### config.mk
export PLATFORM = sky130hd
export DESIGN_NAME = ps2_rx_sequencer
export DESIGN_NICKNAME = d
export VERILOG_FILES = /design/src/rtl/ps2_rx_sequencer.sv
export SDC_FILE = /design/constraint.sdc
export NUM_CORES = 1
export LEC_CHECK = 0
export CAP_MARGIN = 20
export CORE_AREA = 2 2 82 84
export CTS_CLUSTER_SIZE = 14
export DETAILED_ROUTE_END_ITERATION = 8
export DIE_AREA = 0 0 84 86
export MAX_ROUTING_LAYER = met4
export PLACE_DENSITY = 0.63
export SETUP_SLACK_MARGIN = 0.5
export SKIP_LAST_GASP = 1
export SYNTH_ARGS = -nofsm -noshare
export SYNTH_HDL_FRONTEND = slang
export SYNTH_SLANG_ARGS = --single-unit
### constraint.sdc
create_clock -name clk -period 6.4 [get_ports clk]
set_input_delay 1.28 -clock clk [delete_from_list [all_inputs] [get_ports clk]]
set_output_delay 1.28 -clock clk [all_outputs]
set_load 0.02 [all_outputs]
### src/rtl/ps2_rx_sequencer.sv
// ps2_rx_sequencer
// Receives PS/2 keyboard frames and turns them into tagged scan codes.
// The PS/2 clock and data pins are synchronized. Bits are sampled on falling
// edges of the PS/2 clock. Each 11-bit frame is checked. The E0 (extended)
// and F0 (break) prefixes are folded into flags on the following code. Each
// code is offered downstream on a valid/ready handshake.
//
// Ports:
//   clk        in   system clock
//   rst        in   synchronous, active-low reset
//   ps2_clk    in   raw PS/2 clock pin (asynchronous)
//   ps2_data   in   raw PS/2 data pin (asynchronous)
//   code_rdy   in   downstream accepts the code this cycle
//   code       out  scan code with prefixes stripped
//   code_vld   out  code/is_break/is_ext valid; held until accepted
//   is_break   out  code was preceded by F0
//   is_ext     out  code was preceded by E0
//   frame_err  out  one-cycle pulse: bad start/stop/parity or timeout
//   overrun    out  one-cycle pulse: completed code dropped, output still full
//   busy       out  high while a frame is being shifted in
module ps2_rx_sequencer #(
  parameter int TIMEOUT_CYC = 5000,
  parameter int CNT_W       = 13
) (
  input  logic       clk,
  input  logic       rst,
  input  logic       ps2_clk,
  input  logic       ps2_data,
  input  logic       code_rdy,
  output logic [7:0] code,
  output logic       code_vld,
  output logic       is_break,
  output logic       is_ext,
  output logic       frame_err,
  output logic       overrun,
  output logic       busy
);

  typedef enum logic [1:0] {
    IDLE  = 2'd0,
    SHIFT = 2'd1,
    CHECK = 2'd2
  } state_t;

  localparam logic [CNT_W-1:0] TMO_LAST = CNT_W'(TIMEOUT_CYC - 1);

  // Odd parity: the data bits and the parity bit together hold an odd number of ones.
  function automatic logic odd_parity_ok(input logic [7:0] d, input logic p);
    return ^{d, p};
  endfunction

  logic             c1_q, c2_q, c3_q;
  logic             d1_q, d2_q;
  state_t           state_q;
  logic [10:0]      sr_q;
  logic [3:0]       bit_cnt_q;
  logic [CNT_W-1:0] tmo_q;
  logic             ext_q, brk_q;
  logic [7:0]       code_q;
  logic             code_vld_q, is_break_q, is_ext_q;
  logic             frame_err_q, overrun_q, busy_q;

  logic             fall_s;
  logic [7:0]       data_s;
  logic             frame_ok_s;
  logic             can_load_s;

  // The third clock flop gives an edge detector. It compares two settled samples.
  assign fall_s = c3_q & ~c2_q;

  // Bits enter at the MSB. After 11 shifts the start bit sits at index 0.
  assign data_s     = sr_q[8:1];
  assign frame_ok_s = (sr_q[0] == 1'b0) && (sr_q[10] == 1'b1) && odd_parity_ok(data_s, sr_q[9]);
  assign can_load_s = !code_vld_q || code_rdy;

  // Pin synchronizers. They idle high, like the PS/2 bus.
  always_ff @(posedge clk) begin
    if (!rst) begin
      c1_q <= 1'b1;
      c2_q <= 1'b1;
      c3_q <= 1'b1;
      d1_q <= 1'b1;
      d2_q <= 1'b1;
    end else begin
      c1_q <= ps2_clk;
      c2_q <= c1_q;
      c3_q <= c2_q;
      d1_q <= ps2_data;
      d2_q <= d1_q;
    end
  end

  // Reception FSM, prefix tracking and registered output handshake.
  always_ff @(posedge clk) begin
    if (!rst) begin
      state_q     <= IDLE;
      sr_q        <= 11'd0;
      bit_cnt_q   <= 4'd0;
      tmo_q       <= '0;
      ext_q       <= 1'b0;
      brk_q       <= 1'b0;
      code_q      <= 8'd0;
      code_vld_q  <= 1'b0;
      is_break_q  <= 1'b0;
      is_ext_q    <= 1'b0;
      frame_err_q <= 1'b0;
      overrun_q   <= 1'b0;
      busy_q      <= 1'b0;
    end else begin
      frame_err_q <= 1'b0;
      overrun_q   <= 1'b0;
      // A completed transfer empties the output. An emit below overrides this.
      if (code_vld_q && code_rdy) begin
        code_vld_q <= 1'b0;
      end

      case (state_q)
        IDLE: begin
          if (fall_s && !d2_q) begin
            sr_q      <= {d2_q, sr_q[10:1]};
            bit_cnt_q <= 4'd1;
            tmo_q     <= '0;
            busy_q    <= 1'b1;
            state_q   <= SHIFT;
          end
        end

        SHIFT: begin
          if (fall_s) begin
            sr_q      <= {d2_q, sr_q[10:1]};
            bit_cnt_q <= bit_cnt_q + 4'd1;
            tmo_q     <= '0;
            // A falling edge while bit_cnt is 10 carries the stop bit.
            if (bit_cnt_q == 4'd10) begin
              busy_q  <= 1'b0;
              state_q <= CHECK;
            end
          end else if (tmo_q == TMO_LAST) begin
            frame_err_q <= 1'b1;
            ext_q       <= 1'b0;
            brk_q       <= 1'b0;
            busy_q      <= 1'b0;
            state_q     <= IDLE;
          end else begin
            tmo_q <= tmo_q + CNT_W'(1);
          end
        end

        CHECK: begin
          state_q <= IDLE;
          if (!frame_ok_s) begin
            frame_err_q <= 1'b1;
            ext_q       <= 1'b0;
            brk_q       <= 1'b0;
          end else if (data_s == 8'hE0) begin
            ext_q <= 1'b1;
          end else if (data_s == 8'hF0) begin
            brk_q <= 1'b1;
          end else begin
            if (can_load_s) begin
              code_q     <= data_s;
              is_break_q <= brk_q;
              is_ext_q   <= ext_q;
              code_vld_q <= 1'b1;
            end else begin
              overrun_q <= 1'b1;
            end
            ext_q <= 1'b0;
            brk_q <= 1'b0;
          end
        end

        default: begin
          busy_q  <= 1'b0;
          state_q <= IDLE;
        end
      endcase
    end
  end

  assign code      = code_q;
  assign code_vld  = code_vld_q;
  assign is_break  = is_break_q;
  assign is_ext    = is_ext_q;
  assign frame_err = frame_err_q;
  assign overrun   = overrun_q;
  assign busy      = busy_q;

endmodule

After elaboration in Yosys (flattened, before gate mapping)
Cells that the tools add are included.

Add/sub/neg operators: 2. Multiply operators: 0. Divide/modulo/power cells: 0. Magnitude comparators: 0. Equal/unequal tests: 15. Shift operators: 0. Multiplexer cells: 40. Bitwise logic cells: 8. Reduce and logical (&&, ||, !) cells: 19.

Operators by type and width (number): 2-to-1 mux 13 bit (3); case mux 13 bit (2 select lines) (1); 2-to-1 mux 11 bit (2); case mux 11 bit (2 select lines) (1); 2-to-1 mux 1 bit (21); == test 8 bit (second input constant) (2); adder 13 x 1 -> 13 bit (second input constant) (1); == test 13 bit (second input constant) (1); != test 3 bit (second input constant) (4); AND reduction 4 bit (3); AND reduction 3 bit (3); XOR reduction 9 bit (1); 2-to-1 mux 2 bit (4); 2-to-1 mux 4 bit (2); != test 2 bit (second input constant) (4); case mux 4 bit (2 select lines) (1); inverter 1 bit (7); case mux 1 bit (2 select lines) (3); AND reduction 5 bit (1); OR reduction 5 bit (1); adder 4 x 1 -> 4 bit (second input constant) (1); == test 4 bit (second input constant) (1); logical AND 1 bit (4); != test 4 bit (second input constant) (1); other kinds (9) (11).

Register bits: 51. Bits in latches: 0. Memory bits (writable): 0. Bits in read-only memories: 0. Input port bits: 5. Logic and storage cells: 102. Memories: 0.

Longest topological paths before layout
Gate-level depths: netlist of the first run.

Depth after elaboration: 7. Depth in mapped cells: 9. Gate-level depth less buffers: 8.

Worst setup path before layout of the first run
OpenSTA, ideal clock, no wires.

Path kind: register to register. From: register state_q[0]. To: register bit_cnt_q[3]. Data arrival time: 2095 ps. Setup slack: 4180 ps. Cell stages (with the launch flop): 10. Path buffers: 2. Period minus slack after synthesis: 2220 ps. Path through: dfxtp_1 inv_1 ha_1 clkbuf_1 nand2b_1 a21oi_1 clkbuf_1 nand4_1 xor2_1 nor2_1.

Word-level cells in the longest chain between the ends: 3.

RTL lines: start, declared (line 54) `state_t state_q;`; start signal, assigned (line 96) `state_q <= IDLE;`; start signal, assigned (line 124) `state_q <= SHIFT;`; start signal, assigned (line 136) `state_q <= CHECK;`; == test 2 x 1 -> 1 bit / logical NOT 2 bit (equally long branches) (line 117) `case (state_q)`; != test 2 bit (no line) / nonzero test 2 bit (equally long branches); AND reduction 3 bit (no line); end signal, assigned (line 131) `bit_cnt_q <= bit_cnt_q + 4'd1;`; end, declared (line 56) `logic [3:0] bit_cnt_q;`.

Parallel ways exist; a longest one is shown, timed or not. A chain may end at the register's enable or synchronous reset.

Worst setup path after layout of the first run
From: register code_vld_q, in the netlist code_vld. To: output code_vld.

RTL lines: start, declared (line 60) `logic code_vld_q, is_break_q, is_ext_q;`; start signal, assigned (line 103) `code_vld_q <= 1'b0;`; start signal, assigned (line 114) `code_vld_q <= 1'b0;`; start signal, assigned (line 164) `code_vld_q <= 1'b1;`; end, declared (line 31) `output logic code_vld,`.

No word-level cell between the ends.

==> summary.md, run 1 <==
| Metric | Value |
|---|---|
| Num CTS Buffers | `5` |
| Layout cells sized above 1 | `0.05245` |
| Placed cells | `about 360` |
| Final Instance Area | `between 0.002 and 0.003 mm^2` |
| Initial antenna violation count | `0` |
| WS Path Type | `reg2out` |
| Power per cell area | `219.5 mW/mm^2` |
| Worst hold start | `c1_q` |
| Hold violation total from the final report | `0` |
| Placed Area | `between 0.002 and 0.003 mm^2` |
| Worst slack at placement | `3605 ps` |
| Sequential share of the synthesized area | `0.4115` |
| Min-Delay Endpoint | `c2_q` |
| TNS Setup | `0 ps` |
| Vias per inst | `a little under 5` |
| Number of global-route vias before repair | `1691` |
| Synth-to-layout area growth | `14.67%` |
| Depth of the CTS H-tree | `2` |
| Slew Viols, Final | `0` |
| Dpl hpwl | `2999 um` |
| Cells on Worst Hold Path | `1` |
| CP max-delay cell | `clkdlybuf4s50_1` |
| Worst-path clk slew | `approximately 90 ps` |
| Period minus WS final | `approximately 2500 ps` |
| GRT Residual Overflow | `0` |
| Relative slew slack | `0.5622` |
| WL final | `roughly 4200 um` |
| Leak Pwr | `~1.0 nW` |
| Die area | `between 0.007 and 0.008 mm^2` |
| CP cell instances | `clkdlybuf4s50_1` |
| Worst Hold Class | `reg2reg` |
| # clock sinks | `51` |
| Post-Syn Nets | `~280` |
| Outcome | `complete, no violations` |
| Core area | `between 0.006 and 0.007 mm^2` |
| CP top delay family | `buffers and inverters` |
| Synth Instances | `around 270` |
| Hold slack | `413.7 ps` |
| Yosys cell types | `42` |
| CTS root buffer | `clkbuf_8` |
| Post-CTS Hold Buffers | `0` |
| R2R Path Start | `sr_q[5]` |
| Unrepaired setup endpoints after global routing | `false` |
| Flops & latches, synth | `between 50 and 60` |
| Final setup violation count | `0` |
| CTS max path bufs | `2` |
| Worst-Skew Late Latency | `about 300 ps` |
| Required time worst endpoint | `5120 ps` |
| Drt initial violations | `62` |
| Maximum clock rate | `~0.39 GHz` |
| Worst Clk Skew | `approximately 9.6 ps` |
| Routed Antenna Nets | `0` |
| I/O Buffers | `18` |
| Max-cap violations | `0` |
| Vias | `1779` |
| Reg2Reg Setup Slack | `between 3000 and 4000 ps` |
| Crit Path Max Fanout | `3` |
| Critical path buffers and inverters | `1` |
| CTS tree | `done` |
| Synth warn | `0` |
| Synth Cell Area | `roughly 0.0025 mm^2` |
| R2R Path End | `is_break` |
| Delay of the slowest critical-path stage | `slightly above 600 ps` |
| Global placement routability congestion | `about 0.77` |
| Antenna diodes | `0` |
| Depth of the most critical reg-to-reg path | `6` |
| Die Ht | `around 86 um` |
| Die width | `between 80 and 90 um` |
| Setup crit end kind | `output port` |
| Pin count of the biggest net entering global routing | `49` |
| Crit path arrival time | `1260 ps` |
| Total GRT Usage | `0.1320` |
| Residual DRC | `0` |
| Row count | `29` |
| Io pins | `19` |
| Global-route wire length before repair | `7610 um` |
| IR drop worst, VDD | `approximately 0.14 mV` |
| TritonRoute pass-1 iters | `4` |
| Fin cells | `around 360` |
| Worst slew pin tran | `about 650 ps` |
| Initial core utilization | `0.3953` |
| Syn_area_per_cell | `approximately 9.1 um^2` |
| Setup bufs post-CTS | `0` |
| CTS resizes | `0` |
| Nets | `296` |
| Setup WS post-layout | `3861 ps` |
| Crit path launch type | `flip-flop` |
| Routed wire length per instance | `approximately 12 um` |
| Part of the cycle the worst path needs | `0.3968` |
## metrics by stage
step                  util  total power, mW
CTS                 0.4533           0.6338
floorplan                -           0.3638
detailed placement  0.4321           0.3747
global route        0.4533           0.6517
global placement    0.4321           0.3744
finish              0.4533           0.6246
## cell type report
class	instances	area, um^2
multi-input cells	201	1378
well taps	77	96.34
clock inverters	2	60.06
clock buffers	6	72.57
flip-flops and latches	51	1021
inverters	6	22.52
repair buffers	20	195.2
fillers	615	3432
## registers in the layout, summed over array words and instances, names as in the netlist
register,flops
bit_cnt_q,4
brk_q,1
busy,1
c1_q,1
c2_q,1
c3_q,1
code,8
code_vld,1
d1_q,1
d2_q,1
ext_q,1
frame_err,1
is_break,1
is_ext,1
overrun,1
sr_q,11
state_q,2
tmo_q,13
## layout by cell type (no fill, tap or decap), types with 6 or more instances in the layout
master           count
inv_1                6
ha_1                 6
a21oi_1              8
nand2b_1            14
clkdlybuf4s50_1     18
dfxtp_1             51
xnor2_1              8
nor2b_1             17
mux2i_1             23
xor2_1              10
nand2_1             32
nor2_1              25
nand3_1              7
## cell families (layout without fill, tap and decap cells)
| logic type | Yosys count | in the layout | share of synthesized area |
|---|---|---|---|
| XOR/XNOR | 22 | 22 | 0.09733 |
| multiplexers | 24 | 24 | 0.09884 |
| AND/OR/NAND/NOR | 123 | 123 | 0.2592 |
| AO/OA/AOI/OAI | 26 | 26 | 0.06959 |
| adder cells (fa/ha/maj) | 6 | 6 | 0.03026 |
| buffers and inverters | 20 | 34 | 0.03328 |
| flip-flops | 51 | 51 | 0.4115 |
## worst max-delay path by stage
stage | start | slack, ps | depth (start not counted) | endpoint
2_1_floorplan | state_q[0] | 4180 | 9 | bit_cnt_q[3]
3_3_place_gp | rst | 3640 | 4 | tmo_q[10]
3_5_place_dp | rst | 3610 | 4 | tmo_q[12]
4_1_cts | sr_q[5] | 3830 | 6 | is_break
5_1_grt | sr_q[5] | 3640 | 6 | code[4]
6_report | code_vld | 3860 | 1 | code_vld
## cell usage after synthesis (all sizes together)
cell	n	area (um^2)
or4	1	7.510
o41ai	1	8.760
inv	6	22.52
and4b	1	10.01
a2bb2oi	1	8.760
xnor2	8	70.07
nand2b	14	87.58
o31ai	1	7.510
nand3	7	35.03
or4bb	1	11.26
dfxtp	51	1021
nand4	4	25.02
o21ai	6	30.02
nor4b	1	8.760
and2	3	18.77
nor2	25	93.84
nor4	2	12.51
xor2	11	103.9
and4	2	17.52
a211oi	1	12.51
or2	1	6.260
nand2	32	120.1
xnor3	3	67.56
nor2b	17	106.4
clkbuf	12	45.04
nand4b	3	26.28
o22ai	1	6.260
a31oi	1	6.260
o221a	2	22.52
and3	5	31.28
or4b	1	10.01
a21oi	8	40.04
buf	2	15.01
o21a	2	15.01
mux2i	23	230.2
nor3	3	15.01
ha	6	75.07
a21boi	2	15.01
mux2	1	15.01
## metal layers
metal | track usage | part of all wire
met1 | 0.1779 | 0.52
met2 | 0.1964 | 0.43
met3 | 0.02984 | 0.032
met4 | 0.04399 | 0.010
met5 | - | 0
## where the power goes
group	total, mW	leakage [nW]	internal (mW)	switching, mW
clock	0.258	0.0654	0.156	0.102
sequential	0.326	0.412	0.322	0.00373
combinational	0.0409	0.566	0.0178	0.0231
total	0.625	1.04	0.496	0.128
No activity file was read; power rests on OpenSTA's default activity.
==> run 2: changes to the inputs <==
==> constraint.sdc (replaced) <==
create_clock -name clk -period 2.7 [get_ports clk]
set_input_delay 0.54 -clock clk [delete_from_list [all_inputs] [get_ports clk]]
set_output_delay 0.54 -clock clk [all_outputs]
set_load 0.02 [all_outputs]
==> run 2 against run 1 <==
Core utilization rose by 0.52 points; clock power rose by 64%; combinational power rose to 2.6 times the previous value; die area did not move; first-iteration DRC count fell by 13%; power rose by 110%; wire length rose by 9.7%; critical path type is now reg2reg.
==> summary.md, run 2 (synthesis gave the netlist of run 1 again) <==
| Metric | Value |
|---|---|
| Drt initial violations | `54` |
| Most common cell after layout, fill and taps aside | `dfxtp_1` |
| Die Ht | `about 86 um` |
| Fill cells | `627` |
| Final setup violation count | `0` |
| # clock sinks | `51` |
| Routed Antenna Nets | `0` |
| Setup crit end kind | `flip-flop` |
| WS Path Type | `reg2reg` |
| CTS max path bufs | `2` |
| Num CTS Buffers | `5` |
| Worst slew pin tran | `between 500 and 600 ps` |
| Placed cells | `approximately 360` |
| Initial core utilization | `0.3953` |
| CP top delay family | `XOR/XNOR gates` |
| Worst Hold Class | `reg2reg` |
| Io pins | `19` |
| Worst-path clk slew | `around 90 ps` |
| Max-cap violations | `0` |
| CP max-delay cell | `xnor3_1` |
| IR drop worst, VDD | `0.3074 mV` |
| Crit path arrival time | `~2300 ps` |
| Vias per inst | `4.924` |
| TNS Setup | `0 ps` |
| Outcome | `complete, no violations` |
| Relative slew slack | `0.6642` |
| Crit path launch type | `flip-flop` |
| Seq. cell area | `just over 0.001 mm^2` |
| Depth of the CTS H-tree | `2` |
| Leak Pwr | `1.044 nW` |
| Slew Viols, Final | `0` |
| Layout cells sized above 1 | `0.1069` |
| Required time worst endpoint | `2890 ps` |
| Power per cell area | `453.0 mW/mm^2` |
| Final Instance Area | `roughly 0.0029 mm^2` |
| CTS tree | `done` |
| Hold violation total from the final report | `0` |
| Worst-Skew Late Latency | `300 ps` |
| Worst Clk Skew | `just over 9 ps` |
| Initial antenna violation count | `0` |
| Multi-input logic area | `roughly 0.0014 mm^2` |
| Residual DRC | `0` |
| Final Util | `0.4584` |
| CTS root buffer | `clkbuf_8` |
| Placed Area | `roughly 0.0027 mm^2` |
| Core area | `about 0.0063 mm^2` |
| WL final | `roughly 4700 um` |
| TritonRoute pass-1 iters | `4` |
| Pin count of the biggest net entering global routing | `23` |
| Total GRT Usage | `0.1395` |
| Maximum clock rate | `between 0.4 and 0.5 GHz` |
| GRT Residual Overflow | `0` |
| Unrepaired setup endpoints after global routing | `false` |
| Row count | `29` |
| I/O Buffers | `18` |
| Crit Path Max Fanout | `9` |
| Critical path buffers and inverters | `1` |
| CP cell instances | `xnor2_2 -> xnor3_1 -> mux2_4 -> a211oi_4 -> nand3_1 -> buf_6 -> mux2i_1` |
| Dpl hpwl | `about 3200 um` |
| Setup bufs post-CTS | `0` |
| Global placement routability congestion | `~0.83` |
| Nets | `300` |
| Number of global-route vias before repair | `about 1800` |
| Die width | `84 um` |
| Synth-to-layout area growth | `15.99%` |
| Part of the cycle the worst path needs | `0.7802` |
| Period minus WS final | `around 2100 ps` |
| Global-route wire length before repair | `between 8000 and 9000 um` |
| Die area | `between 0.007 and 0.008 mm^2` |
| Routed wire length per instance | `roughly 13 um` |
| Max FFs per register | `13` |
| Reg with most FFs | `tmo_q` |
| Post-CTS Hold Buffers | `0` |
| Most frequent cells in the layout | `dfxtp_1, nand2_1, nor2_1` |
| Power Total | `~1.3 mW` |
| Antenna diodes | `0` |
| Delay of the slowest critical-path stage | `450 ps` |
| Fin cells | `367` |
| Vias | `about 1800` |
-- run 2: changes by cell type in the layout (fill, tap and decap cells not counted), moves of 2 or more --
cell	delta
dfxtp_2	+6
dfxtp_1	-6
buf_4	+3
bufinv_16	-2
-- run 2: what timing repair did --
action | in CTS | in global routing
setup endpoints to repair | 9 | 24
pin swaps | 0 | 3
resized for setup | 4 | 11
-- run 2: routing by layer --
metal	global-route usage	share of wire	routed length (um)	up-vias
li1	-	-	-	950
met1	0.1912	0.53	2456	835
met2	0.2080	0.44	2046	17
met3	0.02695	0.023	105	5
met4	0.04545	0.010	48	0
met5	-	0	0	-
-- run 2: layout make-up --
type	count	area share
multi-input combinational	201	0.4935
sequential	51	0.3574
timing repair buffer	24	0.07957
tap	77	0.03348
clock buffer	7	0.02652
inverter	6	0.007826
clock inverter	1	0.001739
-- run 2: worst paths after layout --
path,from,to,slack (ps),depth (start not counted)
worst max register to register,sr_q[7],code[4],590,7
worst min-delay path,d1_q,d2_q,410,1
worst max-delay path,sr_q[7],code[4],590,7
worst min register to register,d1_q,d2_q,410,1
-- run 2: per-stage QoR --
stage / hold WS (ps) / worst slack [ps]
3_5_place_dp: 397.2 / 494.2
6_report: 414.6 / 593.6
4_1_cts: 419.7 / 515.0
2_1_floorplan: 386.3 / 612.3
3_3_place_gp: 388.0 / 573.4
5_1_grt: 427.4 / 497.9
-- run 2: power by group --
group	total (mW)	internal (mW)	switching [mW]
clock network	0.424	0.183	0.242
registers	0.773	0.764	0.00888
logic	0.107	0.0476	0.0589
total	1.30	0.994	0.310
==> run 3: changes to the inputs <==
--- a/config.mk
+++ b/config.mk
@@ -11,7 +11,7 @@
 export DETAILED_ROUTE_END_ITERATION = 8
 export DIE_AREA = 0 0 84 86
 export MAX_ROUTING_LAYER = met4
-export PLACE_DENSITY = 0.63
+export PLACE_DENSITY = 0.66
 export SETUP_SLACK_MARGIN = 0.5
 export SKIP_LAST_GASP = 1
 export SYNTH_ARGS = -nofsm -noshare
==> constraint.sdc (replaced) <==
create_clock -name clk -period 1.9 [get_ports clk]
set_input_delay 0.38 -clock clk [delete_from_list [all_inputs] [get_ports clk]]
set_output_delay 0.38 -clock clk [all_outputs]
set_load 0.02 [all_outputs]
==> run 3 against run 2 <==
Critical endpoint is now frame_err; die area stayed put; clock skew fell by 1.9 ps; largest cell class unchanged; largest power group unchanged; the flow now finishes with violations (setup timing); non-clock buffer count up 38; core utilization up 10 points.
==> summary.md, run 3 (synthesis gave the netlist of run 1 again) <==
| Metric | Value |
|---|---|
| Nets | `339` |
| Initial antenna violation count | `0` |
| Drt initial violations | `between 60 and 70` |
| Residual DRC | `0` |
| Hold violation total from the final report | `0` |
| Placed cells | `around 380` |
| Required time worst endpoint | `2110 ps` |
| Unrepaired setup endpoints after global routing | `true` |
| Die Ht | `between 80 and 90 um` |
| Leak Pwr | `roughly 1.4 nW` |
| Failing checks | `setup timing` |
| TritonRoute pass-1 iters | `4` |
| Crit Path Max Fanout | `4` |
| Hold slack | `~420 ps` |
| Final Util | `0.5625` |
| Initial core utilization | `0.3953` |
| Setup crit end kind | `flip-flop` |
| Crit path launch type | `flip-flop` |
| Layout cells sized above 1 | `0.3537` |
| Antenna diodes | `0` |
| Worst slew pin tran | `between 400 and 500 ps` |
| Worst slack at placement | `-127.8 ps` |
| Total GRT Usage | `0.1610` |
| GRT Residual Overflow | `0` |
| Routed wire length per instance | `about 14 um` |
| Maximum clock rate | `between 0.4 and 0.5 GHz` |
| Depth of the most critical reg-to-reg path | `8` |
| WL final | `5542 um` |
| Cells on Worst Hold Path | `1` |
| Most frequent cells in the layout | `dfxtp_1, nand2_1, buf_4` |
| IR drop worst, VDD | `around 0.4 mV` |
| Die width | `84 um` |
| Depth of the CTS H-tree | `2` |
| Number of global-route vias before repair | `just under 2000` |
| Most common cell after layout, fill and taps aside | `dfxtp_1` |
| Vias | `a little over 2000` |
| Outcome | `finished, violations left` |
| Post-CTS Hold Buffers | `0` |
| Crit path arrival time | `about 2300 ps` |
| Part of the cycle the worst path needs | `1.074` |
| Reg with most FFs | `tmo_q` |
| Worst Hold Class | `reg2reg` |
| Final setup violation count | `12` |
| Period minus WS final | `between 2000 and 2500 ps` |
| Global-route wire length before repair | `9032 um` |
| Core area | `0.006277 mm^2` |
| CTS tree | `done` |
| Dpl hpwl | `about 3400 um` |
| Relative slew slack | `0.7054` |
| Pin count of the biggest net entering global routing | `43` |
| CTS max path bufs | `2` |
| Max FFs per register | `13` |
| Worst-Skew Late Latency | `about 310 ps` |
| I/O Buffers | `18` |
| Power per cell area | `between 500 and 600 mW/mm^2` |
| Num CTS Buffers | `5` |
| Slew Viols, Final | `0` |
| Worst Clk Skew | `~7.3 ps` |
| Max-cap violations | `0` |
| WS Path Type | `reg2reg` |
| Routed Antenna Nets | `0` |
| Io pins | `19` |
| Vias per inst | `4.978` |
| Fin cells | `just over 400` |
| Setup WS post-layout | `-140.0 ps` |
| Row count | `29` |
| Fill cells | `553` |
| Die area | `~0.0072 mm^2` |
| Worst-path clk slew | `roughly 90 ps` |
| CTS root buffer | `clkbuf_8` |
| Power Total | `between 1.5 and 2 mW` |
| Global placement routability congestion | `approximately 0.8` |
| # clock sinks | `51` |
| Synth-to-layout area growth | `42.31%` |
## run 3: changes by cell type in the layout (fill, tap and decap cells not counted), sizes merged
cell | previous run | this run
clkbuf | 7 | 8
dlygate4sd2 | 0 | 7
clkdlybuf4s15 | 0 | 5
nand2b | 14 | 15
clkdlybuf4s50 | 18 | 4
buf | 6 | 44
## run 3: metrics by stage
step / setup TNS [ps] / instance area (um^2)
global route: -2391 / 3531
floorplan: -878.3 / 2615
global placement: -931.5 / 3037
detailed placement: -1128 / 3037
CTS: -1028 / 3308
finish: -1472 / 3531
## run 3: final timing paths
path	startpoint	endpoint	slack (ps)
setup reg to reg	sr_q[3]	frame_err	-140
hold reg to reg	c1_q	c2_q	420
setup / recovery	sr_q[3]	frame_err	-140
hold / removal	c1_q	c2_q	420
## run 3: repair_timing
action                     CTS  global route
buffers inserted             5             9
pin swaps                   11            21
gates resized for setup     43            38
setup endpoints to repair   59            52
cloned                       2             0
## run 3: per-layer routing
metal | part of all wire | vias up | global-route usage
li1 | - | 1026 | -
met1 | 0.46 | 958 | 0.1930
met2 | 0.49 | 25 | 0.2684
met3 | 0.030 | 7 | 0.03369
met4 | 0.014 | 0 | 0.06012
met5 | 0 | - | -
## run 3: final cells by class
cell class / count / area, um^2 / share of cell area
Clock buffer: 6 / 82.58 / 0.02339
Multi-Input combinational cell: 202 / 1685 / 0.4773
Clock inverter: 1 / 5.005 / 0.001417
Sequential cell: 51 / 1036 / 0.2934
Tap cell: 77 / 96.34 / 0.02729
Timing Repair Buffer: 62 / 603.1 / 0.1708
Inverter: 6 / 22.52 / 0.006378
## run 3: critical path, cell delays in order, from the launching register on
cell	delay (ps)
dfxtp_2	330
xnor3_1	370
xnor3_2	420
buf_4	160
buf_6	120
xnor2_4	130
xnor2_2	150
o21ai_1	180
a21oi_1	80
## run 3: where the power goes
part | switching, mW | internal, mW | total, mW
clock network | 0.359 | 0.287 | 0.646
registers | 0.0160 | 1.09 | 1.10
logic | 0.114 | 0.117 | 0.231
total | 0.489 | 1.49 | 1.98
